[config.mk]
export PLATFORM = sky130hd
export DESIGN_NAME = pipeline_hazard_ctrl
export DESIGN_NICKNAME = d
export VERILOG_FILES = /design/src/rtl/pipeline_hazard_ctrl.sv
export SDC_FILE = /design/constraint.sdc
export NUM_CORES = 1
export LEC_CHECK = 0
export ABC_AREA = 1
export ABC_CLOCK_PERIOD_IN_PS = 2300
export BUFFER_PORTS_ARGS = -buffer_cell sky130_fd_sc_hd__buf_2
export CAP_MARGIN = 20
export CORE_MARGIN = 5
export CORE_UTILIZATION = 51
export DETAILED_ROUTE_END_ITERATION = 6
export PLACE_DENSITY = 0.88
export SLEW_MARGIN = 20
export SYNTH_ARGS = -nofsm -noshare
export SYNTH_HDL_FRONTEND = slang
export SYNTH_SLANG_ARGS = --single-unit
[constraint.sdc]
create_clock -name CLK -period 2.3 [get_ports CLK]
set_clock_uncertainty 0.15 [all_clocks]
set_input_delay 0.46 -clock CLK [delete_from_list [all_inputs] [get_ports CLK]]
set_output_delay 0.46 -clock CLK [all_outputs]
set_load 0.005 [all_outputs]
[src/rtl/pipeline_hazard_ctrl.sv]
// Stall/flush sequencer for the 5-stage pipe: Mealy enables/flushes, registered halt and perf counters.
// Data miss freezes the whole pipe (DWAIT); halt drains the back end for DRAIN cycles, then holds halt until reset.
module pipeline_hazard_ctrl #(
  parameter int CNT_W = 32,
  parameter int DRAIN = 2
) (
  input  logic             CLK,
  input  logic             RST,
  input  logic             ihit,
  input  logic             dhit,
  input  logic             dmem_req,
  input  logic             ex_d_ren,
  input  logic [4:0]       ex_wsel,
  input  logic [4:0]       id_rsel1,
  input  logic [4:0]       id_rsel2,
  input  logic             id_uses_rt,
  input  logic             br_taken,
  input  logic             halt_mem,
  output logic             pc_en,
  output logic             id_en,
  output logic             hz_flushed,
  output logic             en,
  output logic             flushed,
  output logic             wb_en,
  output logic             imem_ren,
  output logic             halt,
  output logic [CNT_W-1:0] stall_cnt,
  output logic [CNT_W-1:0] flush_cnt
);

  localparam int DW = $clog2(DRAIN + 1);

  typedef enum logic [1:0] {RUN, DWAIT, DRAIN_S, HALTED} state_t;

  state_t           r_state;
  state_t           w_next;
  logic [DW-1:0]    r_drain_cnt;
  logic             r_halt;
  logic [CNT_W-1:0] r_stall_cnt;
  logic [CNT_W-1:0] r_flush_cnt;
  logic             w_active;
  logic             w_dstall;
  logic             w_load_use;

  assign w_active   = (r_state == RUN) || (r_state == DWAIT);
  assign w_dstall   = dmem_req && !dhit;
  assign w_load_use = ex_d_ren && (ex_wsel != 5'd0) &&
                      ((ex_wsel == id_rsel1) || (id_uses_rt && (ex_wsel == id_rsel2)));

  always_comb begin
    w_next     = r_state;
    pc_en      = 1'b0;
    id_en      = 1'b0;
    hz_flushed = 1'b0;
    en         = 1'b0;
    flushed    = 1'b0;
    wb_en      = 1'b0;
    imem_ren   = 1'b0;
    if (RST) begin
      w_next     = RUN;
      hz_flushed = 1'b1;
      flushed    = 1'b1;
    end else begin
      case (r_state)
        RUN, DWAIT: begin
          if (w_dstall) begin
            // memory port belongs to the data access; everything freezes
            w_next = DWAIT;
          end else begin
            w_next   = halt_mem ? DRAIN_S : RUN;
            imem_ren = 1'b1;
            en       = 1'b1;
            wb_en    = 1'b1;
            if (br_taken && !halt_mem) begin
              pc_en      = 1'b1;
              id_en      = 1'b1;
              hz_flushed = 1'b1;
              flushed    = 1'b1;
            end else if (w_load_use || !ihit) begin
              hz_flushed = 1'b1;
            end else begin
              pc_en = 1'b1;
              id_en = 1'b1;
            end
          end
        end
        DRAIN_S: begin
          en         = 1'b1;
          flushed    = 1'b1;
          wb_en      = 1'b1;
          hz_flushed = 1'b1;
          if (r_drain_cnt == '0) w_next = HALTED;
        end
        default: begin
          hz_flushed = 1'b1;
          flushed    = 1'b1;
        end
      endcase
    end
  end

  always_ff @(posedge CLK) begin
    if (RST) begin
      r_state     <= RUN;
      r_drain_cnt <= '0;
      r_halt      <= 1'b0;
      r_stall_cnt <= '0;
      r_flush_cnt <= '0;
    end else begin
      r_state <= w_next;
      if (w_active && (w_next == DRAIN_S)) begin
        r_drain_cnt <= DW'(DRAIN - 1);
      end else if ((r_state == DRAIN_S) && (r_drain_cnt != '0)) begin
        r_drain_cnt <= r_drain_cnt - 1'b1;
      end
      if ((r_state == DRAIN_S) && (r_drain_cnt == '0)) r_halt <= 1'b1;
      if (w_active && !pc_en && (r_stall_cnt != '1)) r_stall_cnt <= r_stall_cnt + 1'b1;
      if (w_active && flushed && (r_flush_cnt != '1)) r_flush_cnt <= r_flush_cnt + 1'b1;
    end
  end

  assign halt      = r_halt;
  assign stall_cnt = r_stall_cnt;
  assign flush_cnt = r_flush_cnt;

  // the data request must be held until the memory acknowledges it
  a_dwait_hold: assert property (@(posedge CLK) disable iff (RST) (r_state == DWAIT) |-> dmem_req);

endmodule

# Yosys cells after proc, flatten, opt, wreduce, memory -nomap -nowiden
# Index checks and enable logic that the tools add are counted.
[word_totals]
output_inout_bits = 72
in_bits = 24
reg_bits = 69
elab_cells = 68
[classes]
reduce_logical = 26
n_eq_ne = 7
n_mux = 26
addsub = 3
[op_table]
columns = ["cell", "n"]
rows = [
  ["32-bit by 1-bit adder with 32-bit output, second input constant", 2],
  ["32-bit != test, second input constant", 2],
  ["1-bit 2-to-1 mux", 20],
  ["1-bit logical AND", 12],
  ["5-bit equality test", 2],
  ["2-bit 2-to-1 mux", 4],
  ["5-bit nonzero test", 1],
  ["2-bit equality test, second input constant", 2],
  ["1-bit logical NOT", 4],
  ["2-bit logical NOT", 2],
  ["2-bit case mux with 2 select lines", 1],
  ["2-bit nonzero test", 2],
  ["2-bit OR reduction", 2],
  ["1-bit logical OR", 3],
  ["2-bit by 1-bit equality test with 1-bit output, second input constant", 1],
  ["1-bit case mux with 2 select lines", 1],
  ["2-bit by 1-bit subtractor with 2-bit output, second input constant", 1],
]

# Depth between registers and ports, before layout
# Gate-level depths: netlist (run 1).
[logic_depth]
depth_word = 13
mapped_depth = 14
ltp_nobuf = 13

# Worst setup path after synthesis (run 1)
# Ideal clock, no wire load.
[synth_path]
path_type = "input port to output port"
from = "input ex_wsel[0]"
to = "output pc_en"
arrival_time_ps = 1469
n_path_buf = 2
t_required_ps = 1690
path_stages = 13
slack_ps = 221
cell_sequence = "inv_1 nand2_1 nand2_1 nor2_1 nand3_1 nand2_1 nand2_1 nand2_1 nand2_1 nand2_2 buf_2 inv_1 buf_4"
[synth_via]
elab_chain_cells = 10
elab_cells_between_ends = 13
cone_classes = "2 x eq/ne; 5 x mux; 6 x reduce/logical"
[synth_rtl]
columns = ["item", "line_no", "source"]
rows = [
  ["from (decl)", "13", "input logic [4:0] ex_wsel,"],
  ["5-bit equality test", "48", "((ex_wsel == id_rsel1) || (id_uses_rt && (ex_wsel == id_rsel2)));"],
  ["1-bit logical AND", "48", ""],
  ["1-bit logical OR", "48", ""],
  ["1-bit logical AND (*)", "47", "assign w_load_use = ex_d_ren && (ex_wsel != 5'd0) &&"],
  ["1-bit logical OR (*)", "79", "end else if (w_load_use || !ihit) begin"],
  ["1-bit 2-to-1 mux (*) (5 in a row)", "-", ""],
  ["to (decl)", "19", "output logic pc_en,"],
]
# Mark *: on every way between the ends. The rest lies on a longest branch, timed or not.

# Final worst setup path (run 1)
[layout_path]
from = "input ex_wsel[0]"
to = "output pc_en"
[layout_via]
elab_chain_cells = 10
elab_cells_between_ends = 13
cone_classes = "2 x eq/ne; 5 x mux; 6 x reduce/logical"
[layout_rtl]
columns = ["item", "line_no", "source"]
rows = [
  ["5-bit equality test", "48", ""],
  ["1-bit logical AND", "48", ""],
  ["1-bit logical OR", "48", ""],
  ["1-bit logical AND (*)", "47", ""],
  ["1-bit logical OR (*)", "79", ""],
  ["1-bit 2-to-1 mux (*)", "79", ""],
  ["1-bit 2-to-1 mux (*)", "74", "if (br_taken && !halt_mem) begin"],
  ["1-bit 2-to-1 mux (*)", "66", "if (w_dstall) begin"],
  ["1-bit 2-to-1 mux (*)", "64", "case (r_state)"],
  ["1-bit 2-to-1 mux (*)", "59", "if (RST) begin"],
]
# Marked as above.

==> results of run 1 <==
-- layer usage --
metal | share of wire, % | wire (µm)
met5 | 0 | 0
met4 | 2.6 | 318
met3 | 7.6 | 931
met2 | 50 | 6130
met1 | 40 | 4880
-- worst min-delay path: cells and delay by family --
kind            cells  cell delay [ps]
buf+inv             1              110
simple gates        1               70
compound gates      1               60
-- cells in the mapped netlist (all sizes together), types with 3 or more instances --
master / instances
nor3: 32
o21ai: 12
ha: 3
nand2: 215
clkbuf: 7
nand3: 51
dfxtp: 69
nand4: 21
buf: 16
xnor2: 18
inv: 72
nor2: 81
a21oi: 57
xor2: 27
-- layout make-up --
class	instances	area [µm²]
Tap cell	108	135
Clock buffer	12	145
Timing Repair Buffer	122	678
Fill cell	825	3310
Multi-Input combinational cell	527	2620
Inverter	72	273
Clock inverter	4	47.5
Sequential cell	69	1380
-- state kept, by name, summed over array words and instances (netlist names) --
signal       count
r_state          2
flush_cnt       32
halt             1
stall_cnt       32
r_drain_cnt      2
-- how the worst min path moves through the flow --
stage,cells after the start,startpoint,to
floorplan,2,halt,halt
global placement,2,halt,halt
detailed placement,2,halt,halt
CTS,3,halt_mem,r_state[1]
global route,3,halt_mem,r_state[1]
finish,3,halt_mem,r_state[1]
-- per-stage QoR --
step | hold WS, ps | utilization, % | std cells | cell area, µm²
floorplan | 297 | - | 691 | 4420
global placement | 290 | 59.2 | 898 | 5090
detailed placement | 298 | 59.2 | 898 | 5090
CTS | 252 | 61.5 | 914 | 5280
global route | 257 | 61.5 | 914 | 5290
finish | 253 | 61.5 | 914 | 5290
-- report_power, final --
group          internal (mW)  leakage (nW)  switching, mW
registers               1.21         0.558         0.0123
logic                 0.0935          1.71          0.175
clock network          0.528        0.0964          0.461
-- timing repair --
action / CTS / global route
setup endpoints to repair: 0 / 1
setup buffers: 0 / 0
gates resized for setup: 0 / 1
hold buffers: 0 / 0
hold endpoints to repair: 0 / 0
-- cells by family (layout without fill, tap and decap cells) --
family                     after synthesis  after routing
adders and majority gates                3              3
and+or+nand+nor                        407            407
AOI/OAI and AO/OA                       72             72
buffers and inverters                   95            210
xor gates and xnor gates                45             45
DFF                                     69             69
==> run metrics, run 1 <==
Max Slew Vio Count 0; Slowest cell on crit path nand2_2; GR peak layer met2; area grow syn2layout 19.5%; Final Power 2.48 mW; CTS Buffer Depth 2; Detailed Route WL ~12,000 µm; layout net count approximately 830; reg2reg start flush_cnt[0]; Worst path max stage delay between 100 and 150 ps; die area 10,600 µm²; HP Class input port to flip-flop; antenna violations before repair 0; top-area cell type share of the netlist area a little under a third; All-Layer GR Usage 23.7%; row count 34; Synth area leader dfxtp_1; Critical Path Fanout Max 4; TritonCTS clock tree yes; Max Clk Rate between 400 and 500 MHz; Yosys Warn Count 0; Synth Cell Area between 4000 and 5000 µm²; Mean Syn Cell Area roughly 6.4 µm²; first-pass GRT wire length ~20,000 µm; # H-tree levels 3; FF-to-FF path depth 12; status finished clean; GPL Wtd Cong a little under 1; CP delay by family, top simple AND/OR/NAND/NOR gates; IO buf count 95; CP most frequent cell nand2_1; Power Density 470 nW/µm²; syn_nets between 700 and 800; first element of the critical path ex_wsel[0]; Num CTS Buffers 9; Worst VDD drop ~0.35 mV; simple-gate share of the synthesized area a little over 40%; commonest non-fill, non-tap cell in the layout nand2_1; Critical Path AT ~1500 ps; fin crit period ~2100 ps; R2R setup slack slightly below 200 ps; Reg-to-Reg End flush_cnt[23]; gr ovfl total 0; register area share after synthesis 31.2%; worst path cell trace buf_2 > inv_1 > nor2_1 > nor2_1 > nand3_1 > nand2_1 > nand2_1 > nand2_1 > nand2_1 > nand2_2 > inv_1 > buf_2; grt met1 use 28.8%; die width 103 µm; # setup viols final 0; DRC Markers 0; data required time of the worst path roughly 1700 ps; ys flop type dfxtp_1; static leakage 2.36 nW; Iteration-0 DRC Markers between 200 and 300; met2 usage approximately 41%; Async S/R FF share, synth 0%; RSZ-0062 raised after global routing no; share of cells above drive strength 1 21.1%; Unique masters post-synth 31; ANT nets after route 0; Rel. slew slack 69.7%; cells after synthesis around 690; Slew @ Worst Pin around 450 ps; n_diodes 0; worst path bufs/invs 4; largest net degree at the start of global routing 35; Synth Register Bits slightly below 70; commonest non-fill, non-tap cells in the layout 204 x nand2_1, 95 x buf_2, 77 x nor2_1, 68 x dfxtp_1, 61 x inv_1; IO Pins between 90 and 100; number of global-route vias before repair between 4k and 5k; dpl hpwl 9440 µm; root buffer cell clkbuf_8; XOR/XNOR Fraction of Synth Area slightly below 9%; Max Cap Viol 0; CP endpoint kind output pin; Crit Path Category input port to output pin; Core Area 8590 µm²; crit path to pc_en; final worst setup slack roughly 200 ps; period utilisation layout between 90% and 100%; 1st-pass router iterations 5; Fin. Hold Viols 0; routed vias/inst between 5 and 6; setup tns final 0 ps; die height 103 µm; clock sinks 69; Synth area leaders dfxtp_1 31%, nand2_1 17%, nor2_1 6.5%, a21oi_1 6.4%, nand3_1 5.8%; met3 Usage GRT between 4 and 5%; Avg WL per Cell 13.4 µm; critical path depth 12; startpoint types input port; initial cell density of the core a little over 50%; detailed-route via count 4,898; largest family of logic cells by synthesized area simple AND/OR/NAND/NOR gates; post-synthesis mux area share 0%; dpl ws 186 ps; post-synthesis adder-cell area fraction less than 1%; number of enable flip-flop cells after synthesis 0; worst skew pair latency 340 ps; clk slew on worst S/H paths ~70 ps; Compound-Gate Fraction of Synth Area 8.35%
No activity file was read; power rests on OpenSTA's default activity.
==> run 2, diff against run 1 <==
--- a/config.mk
+++ b/config.mk
@@ -13,6 +13,7 @@
 export CORE_UTILIZATION = 51
 export DETAILED_ROUTE_END_ITERATION = 6
 export PLACE_DENSITY = 0.88
+export RECOVER_POWER = 100
 export SLEW_MARGIN = 20
 export SYNTH_ARGS = -nofsm -noshare
 export SYNTH_HDL_FRONTEND = slang
==> run metrics, run 2 (synthesis gave the netlist of run 1 again) <==
Slew @ Worst Pin roughly 460 ps; area grow syn2layout 17.0%; Crit Path Category flip-flop to flip-flop; root buffer cell clkbuf_8; final cell count without fillers ~910; status finished clean; largest net degree at the start of global routing 35; CP endpoint kind flip-flop; Avg WL per Cell 13.4 µm; Rel. slew slack a little over two thirds; setup tns final 0 ps; Multi-input gate area between 2000 and 3000 µm²; Storage cell area about 1400 µm²; startpoint types flip-flop; Critical Path AT ~2300 ps; # H-tree levels 3; GPL Wtd Cong 0.978; CTS Buffer Depth 2; Iteration-0 DRC Markers ~310; clk slew on worst S/H paths 70 ps; n_diodes 0; period utilisation layout 93.5%; IO buf count 95; clock sinks just under 70; Detailed Route WL approximately 12,000 µm; 1st-pass router iterations 5; Fin. Hold Viols 0; ANT nets after route 0; layout net count approximately 830; dpl hpwl between 9000 and 10,000 µm; # setup viols final 0; All-Layer GR Usage between 20% and 30%; detailed-route via count between 4k and 5k; worst skew pair latency between 300 and 400 ps; IO Pins 96; Critical Path Fanout Max 11; fin crit period approximately 2200 ps; HP Class input port to flip-flop; Num CTS Buffers 9; Worst VDD drop 0.350 mV; Core Area approximately 8600 µm²; RSZ-0062 raised after global routing no; Power Density about 480 nW/µm²; Max Cap Viol 0; share of cells above drive strength 1 between 10 and 15%; die width 103 µm; Max Clk Rate between 400 and 500 MHz; fillers 870; static leakage between 2 and 2.5 nW; initial cell density of the core between 50% and 60%; gr ovfl total 0; routed vias/inst roughly 5.4; commonest non-fill, non-tap cell in the layout nand2_1; DRC Markers 0; row count 34; TritonCTS clock tree yes; number of global-route vias before repair roughly 4.6k; first-pass GRT wire length around 20,000 µm; dpl cells approximately 900; Final Power around 2.5 mW; WHS between 200 and 300 ps; # hold bufs at CTS 0; Max Slew Vio Count 0; data required time of the worst path around 2400 ps; die area approximately 11,000 µm²; die height 103 µm; antenna violations before repair 0; commonest non-fill, non-tap cells in the layout 207 x nand2_1, 77 x nor2_1, 68 x dfxtp_1, 61 x inv_1, 57 x a21oi_1
## run 2: changes by cell type in the layout (fill, tap and decap cells not counted)
cell / before / now
clkbuf_2: 0 / 1
clkbuf_1: 2 / 55
buf_1: 0 / 1
nand2_1: 204 / 207
buf_4: 27 / 13
nand2_2: 7 / 4
buf_2: 95 / 54
## run 2: final cells by class
| type | count | area share (%) |
|---|---|---|
| Clock buffer | 12 | 2.80 |
| Inverter | 72 | 5.27 |
| Sequential cell | 69 | 26.7 |
| Tap cell | 108 | 2.61 |
| Timing Repair Buffer | 122 | 11.1 |
| Clock inverter | 4 | 0.919 |
| Multi-Input combinational cell | 527 | 50.6 |
## run 2: final timing paths
path | startpoint | to | slack [ps] | cells after the start
setup / recovery | flush_cnt[0] | flush_cnt[4] | 150 | 12
hold / removal | halt_mem | r_state[1] | 250 | 3
setup reg to reg | flush_cnt[0] | flush_cnt[4] | 150 | 12
hold reg to reg | halt | halt | 310 | 2
## run 2: layer usage
| metal | vias up | share of wire (%) | GRT usage (%) |
|---|---|---|---|
| li1 | 2436 | - | - |
| met3 | 33 | 7.1 | 4.13 |
| met4 | 0 | 2.7 | 9.46 |
| met1 | 2215 | 41 | 28.8 |
| met5 | - | 0 | 0 |
| met2 | 212 | 49 | 41.4 |
## run 2: where the power goes
part	switching (mW)	total, mW	internal [mW]
Sequential	0.0124	1.22	1.21
Clock	0.464	0.992	0.528
Combinational	0.175	0.260	0.0846
Total	0.652	2.48	1.82
## run 2: timing repair
| item | 4_1_cts | 5_1_grt |
|---|---|---|
| endpoints found under the hold margin | 0 | 0 |
| resized for setup | 0 | 1 |
| buffers inserted | 0 | 0 |
| setup endpoints to repair | 0 | 1 |
## run 2: critical path, cell delays in order (launching register included)
cell      delay [ps]
dfxtp_2          360
ha_1             190
nand2_1          160
nor2_8           190
nand2_4           80
nor2_4           100
nand2_1          130
nand2_4          180
clkbuf_2         230
nor2_1            90
nand2_1           70
nand2_1           40
a21oi_1          110
## run 2: per-stage QoR
stage               utilization [%]  area, µm²  setup WS [ps]
global route                   60.2       5170          0.761
finish                         60.2       5170            150
CTS                            61.5       5280            156
detailed placement             59.2       5090            186
floorplan                         -       4420            221
global placement               59.2       5090            209
==> run 3, diff against run 2 <==
--- a/config.mk
+++ b/config.mk
@@ -10,11 +10,10 @@
 export BUFFER_PORTS_ARGS = -buffer_cell sky130_fd_sc_hd__buf_2
 export CAP_MARGIN = 20
 export CORE_MARGIN = 5
-export CORE_UTILIZATION = 51
+export CORE_UTILIZATION = 50
 export DETAILED_ROUTE_END_ITERATION = 6
-export PLACE_DENSITY = 0.88
+export PLACE_DENSITY = 0.86
 export RECOVER_POWER = 100
-export SLEW_MARGIN = 20
 export SYNTH_ARGS = -nofsm -noshare
 export SYNTH_HDL_FRONTEND = slang
 export SYNTH_SLANG_ARGS = --single-unit
==> run metrics, run 3 (synthesis gave the netlist of run 1 again) <==
Final Power roughly 2.5 mW; Iteration-0 DRC Markers about 190; die width 104 µm; dpl ws around 140 ps; startpoint types flip-flop; DRC Markers 0; Core Area between 8000 and 9000 µm²; Fin. Hold Viols 0; share of cells above drive strength 1 roughly 14%; Slowest cell on crit path dfxtp_1; commonest non-fill, non-tap cell in the layout nand2_1; Slew @ Worst Pin just over 500 ps; initial cell density of the core around half; Critical Path Fanout Max 5; Crit Path Category flip-flop to output pin; Max Clk Rate about 470 MHz; dpl hpwl a little over 9000 µm; die height 104 µm; Util after Layout 59.7%; final worst setup slack 187 ps; fin crit period between 2000 and 2500 ps; data required time of the worst path roughly 1700 ps; Max Cap Viol 0; HP Class input port to flip-flop; detailed-route via count between 4k and 5k; Post-DP Area between 5000 and 6000 µm²; Max Slew Vio Count 0; die area 10,800 µm²; clock share of power about two fifths; IO buf count between 90 and 100; Logic pwr share 10.6%; final cell count without fillers 911; Reg power frac 49.1%; Sw Pwr 0.668 mW; design area approximately 5200 µm²; largest net degree at the start of global routing 34; setup tns final 0 ps; # setup viols final 0; routed vias/inst between 5 and 6; ANT nets after route 0; Critical Path AT 1500 ps; static leakage roughly 2.1 nW; clock sinks 69; number of global-route vias before repair approximately 4.3k; GPL Wtd Cong 0.984; antenna violations before repair 0; 1st-pass router iterations 5; CP endpoint kind output pin; Reg-to-Reg End stall_cnt[10]; CP delay by family, top simple AND/OR/NAND/NOR gates; area grow syn2layout 17.1%; worst skew pair latency ~350 ps; Rel. slew slack about two thirds; worst hold start halt_mem; n_diodes 0; root buffer cell clkbuf_8; WHS about 250 ps; Power Density 482 nW/µm²; FF-to-FF path depth 11; layout net count 825; reg2reg start stall_cnt[0]; TritonCTS clock tree yes; worst path cell trace nor2_1 > inv_1 > nor2_1 > nand2_4 > inv_1 > buf_2; worst path bufs/invs 3; WHS Endpoint r_state[1]; # H-tree levels 3; dpl cells 892; row count 34; CTS Buffer Depth 2; Worst path max stage delay around 340 ps; Avg WL per Cell 13.0 µm; Detailed Route WL roughly 12,000 µm; Worst VDD drop approximately 0.31 mV; Num CTS Buffers 9; clk slew on worst S/H paths about 70 ps; WHS Path Cells 3; period utilisation layout 91.9%; RSZ-0062 raised after global routing no; first-pass GRT wire length 20,000 µm; All-Layer GR Usage between 20% and 30%; R2R setup slack 190 ps; commonest non-fill, non-tap cells in the layout 207 x nand2_1, 77 x nor2_1, 68 x dfxtp_1, 61 x inv_1, 57 x a21oi_1; status finished clean; # hold bufs at CTS 0; sw frac around 27%; gr ovfl total 0; IO Pins 96; Int Pwr between 1.5 and 2 mW
run 3: changes by cell type in the layout (fill, tap and decap cells not counted):
cell,before,now
inv_6,0,1
nand2_2,4,3
clkbuf_2,1,0
clkinv_2,2,3
clkbuf_1,55,53
o21ai_0,7,9
o21ai_1,5,3
buf_2,54,53
buf_1,1,0
nand2_8,0,1
run 3: what timing repair did:
action / 4_1_cts / 5_1_grt
setup endpoints to repair: 0 / 32
resized for setup: 0 / 3
hold endpoints to repair: 0 / 0
buffers inserted: 0 / 3
run 3: power groups by stage:
| stage | logic [mW] | clock network [mW] | registers [mW] |
|---|---|---|---|
| 2_1_floorplan | 0.186 | 0 | 1.25 |
| 3_5_place_dp | 0.266 | 0 | 1.25 |
| 3_3_place_gp | 0.262 | 0 | 1.25 |
| 6_report | 0.266 | 1.01 | 1.22 |
| 5_1_grt | 0.297 | 1.09 | 1.23 |
| 4_1_cts | 0.267 | 1.03 | 1.22 |
run 3: cell type report:
cell class | count | area (µm²)
fillers | 881 | 3500
clock inverters | 6 | 61.3
clock buffers | 10 | 138
repair buffers | 119 | 562
inverters | 72 | 273
well taps | 108 | 135
multi-input cells | 527 | 2630
flip-flops and latches | 69 | 1380
run 3: per-layer routing:
layer	part of all wire, %	up-vias	GRT usage (%)	wire length [µm]
met4	2.0	0	7.12	235
met1	43	2112	27.5	5080
met2	48	168	36.1	5720
met3	6.7	23	5.21	794
met5	0	-	0	0
li1	-	2439	-	-
run 3: worst reg2reg max path, delay by kind of cell, from the launching register on:
| kind | cells | cell delay [ps] |
|---|---|---|
| buffers and inverters | 2 | 560 |
| AND/OR/NAND/NOR | 7 | 610 |
| flip-flops | 1 | 320 |
| adder cells (fa/ha/maj) | 1 | 220 |
| AO/OA/AOI/OAI | 1 | 160 |
run 3: worst max-delay path by stage:
| stage | slack, ps | cells past startpoint | startpoint | to |
|---|---|---|---|---|
| 6_report | 190 | 6 | r_state[1] | id_en |
| 5_1_grt | 8 | 13 | ex_wsel[0] | id_en |
| 4_1_cts | 100 | 11 | stall_cnt[0] | stall_cnt[20] |
| 3_5_place_dp | 140 | 11 | stall_cnt[0] | stall_cnt[10] |
| 3_3_place_gp | 200 | 11 | stall_cnt[0] | stall_cnt[3] |
| 2_1_floorplan | 220 | 13 | ex_wsel[0] | pc_en |
